===== src/rtl/board_io_pkg.sv =====
// Board-level I/O constants shared by the button/LED front-end blocks.
package board_io_pkg;

  localparam int CLK_HZ                  = 100_000_000;
  localparam int N_BTN                   = 4;
  // 10 ms at CLK_HZ
  localparam int DEBOUNCE_CYCLES_DEFAULT = 1_000_000;

endpackage


===== src/rtl/btn_debounce_ch.sv =====
// One button channel: 2-FF synchronizer, stability counter, debounced level
// and registered press/release strobes.
module btn_debounce_ch #(
  parameter int DEBOUNCE_CYCLES = board_io_pkg::DEBOUNCE_CYCLES_DEFAULT,
  parameter int CNT_W           = $clog2(DEBOUNCE_CYCLES)
) (
  input  logic clk,
  input  logic rst_n,
  input  logic btn_raw,
  output logic btn_level,
  output logic btn_press,
  output logic btn_release
);

  localparam logic [CNT_W-1:0] CNT_LAST = CNT_W'(DEBOUNCE_CYCLES - 1);

  logic             s1;
  logic             s2;
  logic             stable;
  logic [CNT_W-1:0] cnt;

  always_ff @(posedge clk or negedge rst_n) begin
    if (!rst_n) begin
      s1          <= 1'b0;
      s2          <= 1'b0;
      stable      <= 1'b0;
      cnt         <= '0;
      btn_press   <= 1'b0;
      btn_release <= 1'b0;
    end else begin
      s1          <= btn_raw;
      s2          <= s1;
      btn_press   <= 1'b0;
      btn_release <= 1'b0;
      // A single agreeing sample throws away the whole run.
      if (s2 == stable) begin
        cnt <= '0;
      end else if (cnt == CNT_LAST) begin
        stable      <= s2;
        cnt         <= '0;
        btn_press   <= s2;
        btn_release <= ~s2;
      end else begin
        cnt <= cnt + CNT_W'(1);
      end
    end
  end

  assign btn_level = stable;

endmodule


===== src/rtl/btn_debounce.sv =====
// Debounce front-end for the board push buttons; one independent
// btn_debounce_ch per button, wiring only at this level.
module btn_debounce #(
  parameter int N_BTN           = board_io_pkg::N_BTN,
  parameter int DEBOUNCE_CYCLES = board_io_pkg::DEBOUNCE_CYCLES_DEFAULT,
  parameter int CNT_W           = $clog2(DEBOUNCE_CYCLES)
) (
  input  logic             clk,
  input  logic             rst_n,
  input  logic [N_BTN-1:0] btn_raw,
  output logic [N_BTN-1:0] btn_level,
  output logic [N_BTN-1:0] btn_press,
  output logic [N_BTN-1:0] btn_release
);

  for (genvar i = 0; i < N_BTN; i++) begin : g_ch
    btn_debounce_ch #(
      .DEBOUNCE_CYCLES (DEBOUNCE_CYCLES),
      .CNT_W           (CNT_W)
    ) u_ch (
      .clk         (clk),
      .rst_n       (rst_n),
      .btn_raw     (btn_raw[i]),
      .btn_level   (btn_level[i]),
      .btn_press   (btn_press[i]),
      .btn_release (btn_release[i])
    );
  end

endmodule


===== config.mk =====
export PLATFORM = sky130hd
export DESIGN_NAME = btn_debounce
export DESIGN_NICKNAME = d
export VERILOG_FILES = /design/src/rtl/board_io_pkg.sv /design/src/rtl/btn_debounce_ch.sv /design/src/rtl/btn_debounce.sv
export SDC_FILE = /design/constraint.sdc
export NUM_CORES = 1
export LEC_CHECK = 0
export CORE_MARGIN = 5
export CORE_UTILIZATION = 45
export DETAILED_ROUTE_END_ITERATION = 8
export GPL_TIMING_DRIVEN = 0
export PLACE_DENSITY_LB_ADDON = 0.1
export SLEW_MARGIN = 10
export SYNTH_ARGS = -nofsm -noshare
export SYNTH_HDL_FRONTEND = slang
export SYNTH_HIERARCHICAL = 1
export SYNTH_SLANG_ARGS = --single-unit

===== constraint.sdc =====
create_clock -name clk -period 4.47 [get_ports clk]
set_input_delay 0.894 -clock clk [delete_from_list [all_inputs] [get_ports clk]]
set_output_delay 0.894 -clock clk [all_outputs]
set_load 0.01 [all_outputs]

==> run metrics, run 1 <==
status=completed; Total GRT Usage=between 10% and 20%; DR iter-0 viols=around 130; Syn Nets=474; TritonCTS buffer count=9; Buf+Inv Stages, Crit Path=1; CP endpoint kind=primary output; CP max stage cell=clkdlybuf4s50_1; Core ar.=0.01023 mm^2; clock network power share=33.5%; largest net degree at the start of global routing=56; num ports=18; Max stage delay on crit path=about 0.59 ns; via count=~3300; Setup Crit Path Kind=reg2out; Die X=around 110 um; Distinct cells, synth=29; vias in the first global route=~3400; Syn Area/Cell=~10 um^2; post-route setup slack=around 2.2 ns; Core Rows=37; count leader, synth=dfrtp_1; Most used DFF post-synth=dfrtp_1; antenna cells=0; # DRC=0; post-synthesis cell count=around 460; Worst EP required=between 3 and 4 ns; flops & latches, synth=100; fraction of layout cells with a size suffix above 1=between 10% and 20%; first-pass GRT wire length=~15 mm; DIE AREA=0.01258 mm^2; worst-margin pin slew=0.4431 ns; final hold viol count=0; Crit Path Max Fanout=5; Final HPWL DP=a little under 6 mm; Buffers on Ports=17; CTS Hold Bufs=0; startpoint class of the critical path=flip-flop; TritonCTS clock tree=yes; setup skew after layout=0.01474 ns; antenna violations before repair=0; die height=roughly 110 um; RSZ-0062 raised after global routing=no; Synth area leaders=dfrtp_1, xnor2_1, nor2_1; Resized Gates After CTS=0; fin nets=around 500; Switch Pwr=between 300 and 400 uW; CTS root buf=clkbuf_8; # clock sinks=100; worst skew pair latency=roughly 0.36 ns; Total Wirelength=8.412 mm; grt total ovfl=0; ys async rst share=between 90% and 100%; leak pwr=0.002069 uW; Final ANT Viol Nets=0; Post-synth top cells=dfrtp_1, nor2_1, nand3_1; drt via density=roughly 5.3; Place WS=about 2.3 ns; max-cap violations=0; design area=0.005219 mm^2; CTS HTree Levels=3; worst hold path class=reg2reg; Max VDD drop=roughly 0.15 mV; Avg WL per Cell=between 10 and 15 um; power share of the sequential group=62.5%; max_slew headroom=70.46%; Worst Path Arrival=roughly 1.4 ns; Synth top area share=about 53%; number of synthesized flops with an enable pin=0; Slew Viols, Final=0; post-synth top area cell=dfrtp_1; CTS clock-pin slew for the worst setup and hold paths=approximately 0.090 ns; Int Pwr=about 1100 uW; postcts setup bufs=0; Worst path top cell family by delay=buffers and inverters; Setup-failing EPs final=0; DRT Pass-1 Iters=4; Post-Syn Area=0.004695 mm^2; fin crit period=between 2 and 2.5 ns; Area after DPL=between 0.005 and 0.006 mm^2; FMAX=roughly 0.44 GHz; Placer Congestion=roughly 0.76; Sw Ratio=22.97%; Syn. warnings=6; area grow syn2layout=11.17%; power share of the combinational group=under 10%; FILL cells=~970; Clock Path Buffers=2; register area share after synthesis=a little over half; crit-path cells=clkdlybuf4s50_1; fin crit share=about 50%; total power per unit cell area=285.0 mW/mm^2; Starting Density=a little under half
through the flow:
stage | TNS (ns) | utilization, % | power, uW | hold WS, ns | std cells
2_1_floorplan | 0 | - | 973.4 | 0.3312 | 464
3_3_place_gp | -136.39 | 49.21 | 1006 | 0.3354 | 617
3_5_place_dp | 0 | 49.49 | 1010 | 0.3347 | 618
4_1_cts | 0 | 51.01 | 1516 | 0.3551 | 631
5_1_grt | 0 | 51.01 | 1561 | 0.3641 | 631
6_report | 0 | 51.01 | 1487 | 0.3486 | 631
cell usage in the layout, fill, tap and decap left out, types with 5 or more instances in the layout:
cell,instances
or4_1,24
xor2_1,20
a21oi_1,28
o31ai_1,12
xnor2_1,24
nor3b_1,8
nor3_1,8
clkdlybuf4s50_1,16
dfrtp_1,100
nand2_1,20
nor2_1,52
nand3_1,32
or3_1,8
o21ai_0,20
nand4_1,8
or3_2,12
buf_2,16
inv_1,24
clkbuf_8,10
clkbuf_1,5
area by class of cell:
type	count	area (um^2)	area share [%]
repair buffers	18	198.9	3.812
flip-flops and latches	100	2502	47.95
plain buffers	20	95.09	1.822
multi-input cells	320	2007	38.46
clock buffers	11	141.4	2.709
well taps	136	170.2	3.261
inverters	24	90.09	1.726
clock inverters	2	13.76	0.2637
state kept, by name, indices dropped and copies added (netlist names):
register	cells
g_ch.u_ch/btn_release	4
g_ch.u_ch/btn_level	4
g_ch.u_ch/btn_press	4
g_ch.u_ch/s2	4
g_ch.u_ch/s1	4
g_ch.u_ch/cnt	80
power groups by stage:
stage / logic [uW] / registers (uW) / clock network (uW)
floorplan: 28.5 / 945 / 0
global route: 68.4 / 932 / 561
detailed placement: 62.0 / 948 / 0
global placement: 58.1 / 948 / 0
finish: 59.1 / 930 / 499
CTS: 62.4 / 930 / 523
path summary, 6_finish.rpt:
kind                                   startpoint              endpoint  slack, ns  depth (start not counted)
max                        g_ch[2].u_ch/btn_level          btn_level[2]       2.21                          1
min reg2reg                       g_ch[3].u_ch/s1       g_ch[3].u_ch/s2       0.35                          0
min                               g_ch[3].u_ch/s1       g_ch[3].u_ch/s2       0.35                          0
max in group asynchronous                   rst_n   g_ch[0].u_ch/cnt[1]       3.41                          2
max reg2reg                   g_ch[1].u_ch/cnt[0]  g_ch[1].u_ch/cnt[18]       2.32                          6
min in group asynchronous                   rst_n  g_ch[3].u_ch/cnt[14]       0.45                          1
routing by layer:
| layer | track usage (%) | up-vias | wire length [um] |
|---|---|---|---|
| met5 | 0 | - | 0 |
| met4 | 6.010 | 0 | 166 |
| met3 | 2.534 | 10 | 194 |
| met2 | 24.24 | 27 | 4018 |
| met1 | 19.03 | 1601 | 4033 |
| li1 | - | 1675 | - |
cell families (layout without fill, tap and decap cells):
kind of cell | after synthesis | after routing | share of synthesized area (%)
and+or+nand+nor | 200 | 200 | 23.99
DFF | 100 | 100 | 53.30
AOI/OAI and AO/OA | 68 | 68 | 8.529
xor gates and xnor gates | 44 | 44 | 8.209
buffers and inverters | 44 | 75 | 3.945
adders and majority gates | 4 | 4 | 1.066
muxes | 4 | 4 | 0.9594
Note: power is estimated with default switching activity, not from simulation.
==> run 2, diff against run 1 <==
==> constraint.sdc (replaced) <==
create_clock -name clk -period 1.9 [get_ports clk]
set_input_delay 0.38 -clock clk [delete_from_list [all_inputs] [get_ports clk]]
set_output_delay 0.38 -clock clk [all_outputs]
set_load 0.01 [all_outputs]
==> run metrics, run 2 (synthesis gave the netlist of run 1 again) <==
TritonCTS clock tree=yes; Setup-failing EPs final=3; worst hold path class=reg2reg; leak pwr=0.002403 uW; vias in the first global route=between 3000 and 4000; Place WS=-0.1557 ns; leading cell type in the layout, fill and taps excluded=dfrtp_1; violated checks=setup timing; Starting Density=approximately 46%; CP endpoint kind=flip-flop; area grow syn2layout=29.08%; Total Wirelength=10.33 mm; Final HPWL DP=~5.8 mm; DR iter-0 viols=140; grt total ovfl=0; Total GRT Usage=15.67%; worst reg2reg endpoint=g_ch[3].u_ch/cnt[19]; Most flops, register=g_ch.u_ch/cnt; die height=112.1 um; drt via density=around 5.4; fin nets=between 500 and 600; Crit Path Max Fanout=8; most frequent cells in the layout=dfrtp_1, buf_4, nor2_1; Core ar.=0.01023 mm^2; max reg flops=80; post-route setup slack=-0.02726 ns; num ports=18; FF-to-FF Start=g_ch[3].u_ch/cnt[1]; Placer Congestion=approximately 0.74; DIE AREA=between 0.01 and 0.015 mm^2; Die X=~110 um; max_slew headroom=76.06%; Avg WL per Cell=between 15 and 20 um; antenna violations before repair=0; clock network power share=between 30% and 40%; Reg2Reg Depth=7; Buffers on Ports=17; via count=around 3700; # clock sinks=100; Sw Ratio=around a quarter; Setup Crit Path Kind=reg2reg; # DRC=0; fin crit period=around 1.9 ns; TritonCTS buffer count=9; CP endpoint=g_ch[3].u_ch/cnt[19]; worst reg2reg setup slack=-0.03 ns; fin crit share=101.4%; design area=~0.0061 mm^2; CTS clock-pin slew for the worst setup and hold paths=~0.1 ns; FMAX=between 0.5 and 0.6 GHz; Core Rows=37; total power per unit cell area=between 600 and 700 mW/mm^2; Clock Path Buffers=2; area of the multi-input gates=roughly 0.0023 mm^2; antenna cells=0; largest net degree at the start of global routing=71; Switch Pwr=just under 900 uW; Reg area=roughly 0.0025 mm^2; setup skew after layout=0.01224 ns; Max VDD drop=~0.47 mV; final hold viol count=0; Worst Path Arrival=2.24 ns; Final ANT Viol Nets=0; DRT Pass-1 Iters=4; Worst Hold Launch=g_ch[0].u_ch/s1; Fin Hold WS=about 0.36 ns; startpoint class of the critical path=flip-flop; CTS root buf=clkbuf_8; Slew Viols, Final=0; CTS HTree Levels=3; Worst Setup SP=g_ch[3].u_ch/cnt[1]; first-pass GRT wire length=16.17 mm; FILL cells=846; power share of the combinational group=between 6 and 7%; Power Total=3733 uW; max-cap violations=0; status=complete, but fails checks; worst-margin pin slew=~0.36 ns; fraction of layout cells with a size suffix above 1=about a third; Int Pwr=about 2800 uW; power share of the sequential group=about three fifths; Worst EP required=2.21 ns; worst skew pair latency=roughly 0.38 ns; RSZ-0062 raised after global routing=yes; Post-Route Setup TNS=-0.05264 ns; Area after DPL=between 0.005 and 0.006 mm^2
-- run 2: final cells by class --
cell class              count  share of cell area, %
multi-input cells         320                  38.63
flip-flops and latches    100                  41.38
well taps                 136                  2.808
clock buffers              12                  2.726
inverters                  24                  1.487
clock inverters             3                 0.3510
plain buffers              16                  2.540
repair buffers             70                  10.08
-- run 2: worst min-delay path by stage --
stage               cells after the start  slack (ns)                      to
detailed placement                      1        0.29    g_ch[3].u_ch/cnt[12]
floorplan                               0        0.08  g_ch[0].u_ch/btn_level
global route                            0        0.38         g_ch[1].u_ch/s2
global placement                        0        0.34         g_ch[0].u_ch/s2
finish                                  0        0.36         g_ch[0].u_ch/s2
CTS                                     0        0.36         g_ch[0].u_ch/s2
-- run 2: metal layers --
metal	routed length, um	track usage [%]
met1	4862	20.64
met2	4949	24.47
met3	316	4.582
met4	203	6.170
met5	0	0
-- run 2: critical path, cell delays in order (launching register included) --
cell and delay [ns]:
dfrtp_1 0.40, buf_4 0.13, buf_4 0.11, nand3_2 0.09, or4_4 0.43, buf_6 0.15
or4_4 0.42, a21oi_2 0.13
-- run 2: stage by stage --
step	instances	utilization [%]
final	681	59.23
after global routing	681	59.23
after CTS	661	54.47
after detailed placement	618	49.83
after global placement	617	49.55
after floorplan	464	-
-- run 2: power groups by stage --
stage | Combinational [uW] | Sequential (uW) | Clock (uW)
floorplan | 68.4 | 2220 | 0
CTS | 198 | 2180 | 1350
global placement | 138 | 2230 | 0
global route | 276 | 2180 | 1450
finish | 247 | 2180 | 1310
detailed placement | 147 | 2230 | 0
-- run 2: timing repair --
| item | CTS | global route |
|---|---|---|
| buffers inserted | 28 | 20 |
| resized for setup | 19 | 99 |
| endpoints found under the setup margin | 87 | 87 |
| hold buffers | 1 | 0 |
| cloned | 0 | 4 |
| endpoints found under the hold margin | 30 | 0 |
| pin swaps | 8 | 31 |
==> patch 1 (flow settings as in run 2) <==
Register the input `btn_raw` before use, without a reset. The logic sees it one clock later.
--- a/src/rtl/btn_debounce.sv
+++ b/src/rtl/btn_debounce.sv
@@ -13,6 +13,12 @@
   output logic [N_BTN-1:0] btn_release
 );
 
+  logic [N_BTN-1:0] btn_raw_q;
+
+  always_ff @(posedge clk) begin
+      btn_raw_q <= btn_raw;
+  end
+
   for (genvar i = 0; i < N_BTN; i++) begin : g_ch
     btn_debounce_ch #(
       .DEBOUNCE_CYCLES (DEBOUNCE_CYCLES),
@@ -20,7 +26,7 @@
     ) u_ch (
       .clk         (clk),
       .rst_n       (rst_n),
-      .btn_raw     (btn_raw[i]),
+      .btn_raw     (btn_raw_q[i]),
       .btn_level   (btn_level[i]),
       .btn_press   (btn_press[i]),
       .btn_release (btn_release[i])
Check against the original RTL: same outputs for any inputs over 10 cycles, from zero or initial values and one cycle with rst_n low; that may be too few to reach the edited logic, so the function may still have changed.
==> patch 1 against run 2 <==
The run still ends with negative setup slack left. Total power shrank 0.38%. Sequential share of layout area is 0.93 points higher. Design area is 1.1% higher. Sequential cell count rose by 4. Utilization rose by 0.12 points. Wire length decreased by 4.5%. First-iteration DRC count up 29%. Cell count increased by 0.15%. Area after synthesis up 1.7%. Worst setup slack better by 0.023 ns. Largest power group unchanged.
==> patch 1: results (changes against run 2) <==
| Metric | Value |
|---|---|
| Status | finished with violations (unchanged) |
| Failing checks | negative setup slack (unchanged) |
| Peak supply drop | 0.4356 mV (was 0.4660 mV) |
| Ratio of cells with drive above 1 in the final layout | 0.3297 (was 0.3505) |
| Final Worst Setup Slack | -0.004047 ns (was -0.02726 ns) |
| Post-DP HPWL | 5762 µm (was 5773 µm) |
| Max_slew headroom | 0.7226 (was 0.7606) |
| Yosys cell types | 30 (was 29) |
| Vias | 3,643 (was 3,656) |
| Reg clk slew, reported paths | 0.09 ns |
| Place WS | -0.1212 ns (was -0.1557 ns) |
| LEAKAGE | 2.407 nW (was 2.403 nW) |
| Sequential-to-total area share from yosys stat | 0.5409 (was 0.5330) |
| Max Cap Violations | 0 (unchanged) |
| Root Buffer | clkbuf_8 (unchanged) |
| Total track usage | 0.1542 (was 0.1567) |
| IO Port Bufs | 17 (unchanged) |
| # H-tree levels | 3 (unchanged) |
| Critical Path Slowest Stage Cell | or4_4 (unchanged) |
| Synth Area in Adders | 0.01048 (was 0.01066) |
| Gpl congestion | 0.7696 (was 0.7425) |
| WL per Instance | 14.46 µm (was 15.17 µm) |
| FILL cells | 883 (was 846) |
| Clk buf depth | 2 (unchanged) |
| Largest net degree at the start of global routing | 59 (was 71) |
| Slowest Stage Delay on Critical Path | 0.56 ns (was 0.43 ns) |
| Synth Area in Compound Gates | 0.08386 (was 0.08529) |
| Critical Path AT | 2.15 ns (was 2.24 ns) |
| Yosys Warn Count | 6 (unchanged) |
| Vias in the first global route | 3,588 (was 3,495) |
| Post-synthesis xor/xnor area fraction | 0.08071 (was 0.08209) |
| Internal | 2.832 mW (was 2.843 mW) |
| ANT cells | 0 (unchanged) |
| HP Class | reg -> reg (unchanged) |
| Slew Limit Fails | 0 (unchanged) |
| Post-synthesis mux area share | 0.009434 (was 0.009595) |
| Worst Clk Skew | 0.008735 ns (was 0.01224 ns) |
| DR iter-0 viols | 180 (was 140) |
| Final setup vio count | 1 (was 3) |
| First-pass GRT wire length | 16,240 µm (was 16,170 µm) |
| Async S/R FF share, synth | 0.9615 (was 1.000) |
| CP max FO | 5 (was 8) |
| Largest cells by area after synthesis | dfrtp_1, xnor2_1, nor2_1 (unchanged) |
| Syn Nets | 478 (was 474) |
| Dpl cell area | 0.005179 mm² (was 0.005099 mm²) |
## patch 1: what timing repair did
item | 4_1_cts | 5_1_grt
endpoints found under the setup margin | 84 | 87
hold endpoints to repair | 42 | 0
setup buffers | 22 | 21
gates cloned | 0 | 4
gates resized for setup | 23 | 95
pin swaps | 3 | 23
hold buffers | 1 | 0
## patch 1: routing by layer
metal,GRT usage,vias up,share of wire
met3,0.04118,14,0.032
met2,0.2595,41,0.52
met5,0,-,0
met4,0.05769,0,0.013
met1,0.1903,1808,0.43
li1,-,1780,-
## patch 1: cell families after synthesis
group                    Yosys count
AND/OR/NAND/NOR                  200
flip-flops                       104
AO/OA/AOI/OAI                     68
XOR/XNOR                          44
buffers and inverters             44
multiplexers                       4
adder cells (fa/ha/maj)            4
## patch 1: through the flow
stage / instances / setup TNS (ns)
4_1_cts: 660 / -0.02735
3_5_place_dp: 622 / -5.024
5_1_grt: 682 / -2.167
2_1_floorplan: 468 / 0
3_3_place_gp: 621 / -345.23
6_report: 682 / -0.004047
## patch 1: layout make-up
| cell class | instances | area (µm²) | share of cell area |
|---|---|---|---|
| clock inverter | 4 | 22.52 | 0.003676 |
| multi-input combinational | 320 | 2350 | 0.3835 |
| buffer | 16 | 153.9 | 0.02512 |
| inverter | 24 | 90.09 | 0.01470 |
| clock buffer | 12 | 135.1 | 0.02205 |
| timing repair buffer | 66 | 613.1 | 0.1001 |
| sequential | 104 | 2592 | 0.4231 |
| tap | 136 | 170.2 | 0.02777 |
## patch 1: worst max-delay path, delay by kind of cell, from the launching register on
family / cells / cell delay, ns
AOI/OAI and AO/OA: 2 / 0.31
buffers and inverters: 1 / 0.16
DFF: 1 / 0.41
and+or+nand+nor: 2 / 0.91
## patch 1: power by group through the flow
stage	Combinational [mW]	Clock (mW)	Sequential [mW]
3_5_place_dp	0.147	0	2.32
5_1_grt	0.273	1.37	2.28
4_1_cts	0.200	1.26	2.27
2_1_floorplan	0.0684	0	2.31
6_report	0.245	1.20	2.28
3_3_place_gp	0.138	0	2.32
## patch 1: worst paths after layout
kind / startpoint / cells after the start / end / slack, ns
max in group asynchronous: rst_n / 3 / g_ch[0].u_ch/cnt[9] / 0.78
worst min register to register: btn_raw_q[2] / 0 / g_ch[2].u_ch/s1 / 0.33
min in group asynchronous: rst_n / 2 / g_ch[3].u_ch/cnt[19] / 0.49
worst min-delay path: btn_raw_q[2] / 0 / g_ch[2].u_ch/s1 / 0.33
worst max register to register: g_ch[3].u_ch/cnt[10] / 5 / g_ch[3].u_ch/cnt[14] / -0.004
worst max-delay path: g_ch[3].u_ch/cnt[10] / 5 / g_ch[3].u_ch/cnt[14] / -0.004
==> patch 2 (settings of run 2) <==
Without the edit above. The package constant `N_BTN` goes from 4 to 8.
--- a/src/rtl/board_io_pkg.sv
+++ b/src/rtl/board_io_pkg.sv
@@ -2,7 +2,7 @@
 package board_io_pkg;
 
   localparam int CLK_HZ                  = 100_000_000;
-  localparam int N_BTN                   = 4;
+  localparam int N_BTN                   = 8;
   // 10 ms at CLK_HZ
   localparam int DEBOUNCE_CYCLES_DEFAULT = 1_000_000;
 
Interface: changed (resized btn_level, btn_press, btn_raw and btn_release); port bits go from 18 to 34. The function was not compared with the original's and may differ.
==> patch 2 against run 2 <==
The run still ends with negative setup slack left. Total power up 130%. Sequential cell count up 100. Design area is 100% higher. Sequential power increased by 100%. Worst setup slack gained 0.014 ns. Wire length rose by 81%. Area after synthesis increased by 100%. Non-clock buffer count rose by 72. Critical path type unchanged.
==> patch 2: results (changes against run 2) <==
| Metric | Value |
|---|---|
| Ratio of cells with drive above 1 in the final layout | 0.3200 (was 0.3505) |
| Startpoint of the worst hold path | g_ch[7].u_ch/s1 (was g_ch[0].u_ch/s1) |
| Vias | 7,108 (was 3,656) |
| Total track usage | 0.1559 (was 0.1567) |
| Worst r2r src | g_ch[7].u_ch/cnt[13] (was g_ch[3].u_ch/cnt[1]) |
| Fin nets | 1,083 (was 551) |
| First-pass GRT wire length | 31,350 µm (was 16,170 µm) |
| Worst Clk Skew | 0.01347 ns (was 0.01224 ns) |
| Slowest Stage Delay on Critical Path | 0.60 ns (was 0.43 ns) |
| Hold endpoint | g_ch[7].u_ch/s2 (was g_ch[0].u_ch/s2) |
| CP max FO | 5 (was 8) |
| Overall routed net length | 18,710 µm (was 10,330 µm) |
| ANT cells | 0 (unchanged) |
| Critical R2R Capture | g_ch[7].u_ch/btn_level (was g_ch[3].u_ch/cnt[19]) |
| Comb power | 0.477 mW (was 0.247 mW) |
| CP top delay family | simple AND/OR/NAND/NOR gates (unchanged) |
| Async S/R FF share, synth | 1.000 (unchanged) |
| Num CTS Buffers | 17 (was 9) |
| Mapped Cells | 928 (was 464) |
| Number of cells on the worst reg-to-reg path | 4 (was 7) |
| Peak supply drop | 0.6173 mV (was 0.4660 mV) |
| Vias in the first global route | 6,880 (was 3,495) |
| Internal | 6.529 mW (was 2.843 mW) |
| Reg clk slew, reported paths | 0.07 ns (was 0.10 ns) |
| Status | finished with violations (unchanged) |
| DR iter-0 viols | 316 (was 140) |
| Dpl cell area | 0.01019 mm² (was 0.005099 mm²) |
| Final Worst Setup Slack | -0.01297 ns (was -0.02726 ns) |
| Clk Latency, worst-skew pair | 0.43 ns (was 0.38 ns) |
| Syn Nets | 946 (was 474) |
| Final setup vio count | 1 (was 3) |
| Gpl congestion | 0.7714 (was 0.7425) |
| Failing checks | negative setup slack (unchanged) |
| Root Buffer | clkbuf_16 (was clkbuf_8) |
| Place WS | -0.1668 ns (was -0.1557 ns) |
| LEAKAGE | 4.811 nW (was 2.403 nW) |
| IO Port Bufs | 33 (was 17) |
| Sequential-to-total area share from yosys stat | 0.5330 (unchanged) |
| Commonest cells post-synth | dfrtp_1, nor2_1, nand3_1, a21oi_1 (unchanged) |
| # placed instances | 1,233 (was 618) |
| Seq. pwr | 4.37 mW (was 2.18 mW) |
| Post-DP HPWL | 11,260 µm (was 5773 µm) |
| Max reg flops | 160 (was 80) |
-- patch 2: cell count changes after synthesis, sizes merged, moves of 24 or more --
cell | before | now
dfrtp | 100 | 200
nor2 | 52 | 104
nand3 | 36 | 72
a21oi | 32 | 64
or4 | 32 | 64
inv | 24 | 48
xnor2 | 24 | 48
-- patch 2: repair_timing --
action,CTS,global route
endpoints found under the hold margin,58,0
hold buffers,1,0
cloned,0,4
buffers inserted,56,30
setup endpoints to repair,171,164
pin swaps,14,41
gates resized for setup,38,163
-- patch 2: cells by family (layout without fill, tap and decap cells) --
family	after synthesis	count (layout)
XOR/XNOR	88	88
AO/OA/AOI/OAI	136	136
multiplexers	8	8
adder cells (fa/ha/maj)	8	8
buffers and inverters	88	238
AND/OR/NAND/NOR	400	400
flip-flops	200	200
-- patch 2: cell type report --
cell class | instances | area [µm²]
Fill cell | 1694 | 8165
Sequential cell | 200 | 5020
Multi-Input combinational cell | 640 | 4624
Timing Repair Buffer | 126 | 1134
Clock buffer | 20 | 446.7
Tap cell | 270 | 337.8
Buffer | 32 | 316.6
Inverter | 48 | 180.2
Clock inverter | 12 | 140.1
-- patch 2: metrics by stage --
step | power [mW] | hold slack [ns] | TNS [ns] | util
finish | 8.458 | 0.3508 | -0.01297 | 0.5990
global route | 8.818 | 0.3496 | -3.057 | 0.5990
CTS | 8.503 | 0.3531 | 0 | 0.5598
detailed placement | 4.754 | 0.3353 | -10.81 | 0.5002
global placement | 4.741 | 0.3327 | -1630.35 | 0.4973
floorplan | 4.584 | 0.08441 | 0 | -
-- patch 2: layer usage --
metal | track usage | part of all wire
met1 | 0.2005 | 0.47
met2 | 0.2660 | 0.50
met3 | 0.03269 | 0.025
met4 | 0.04710 | 0.014
met5 | 0 | 0
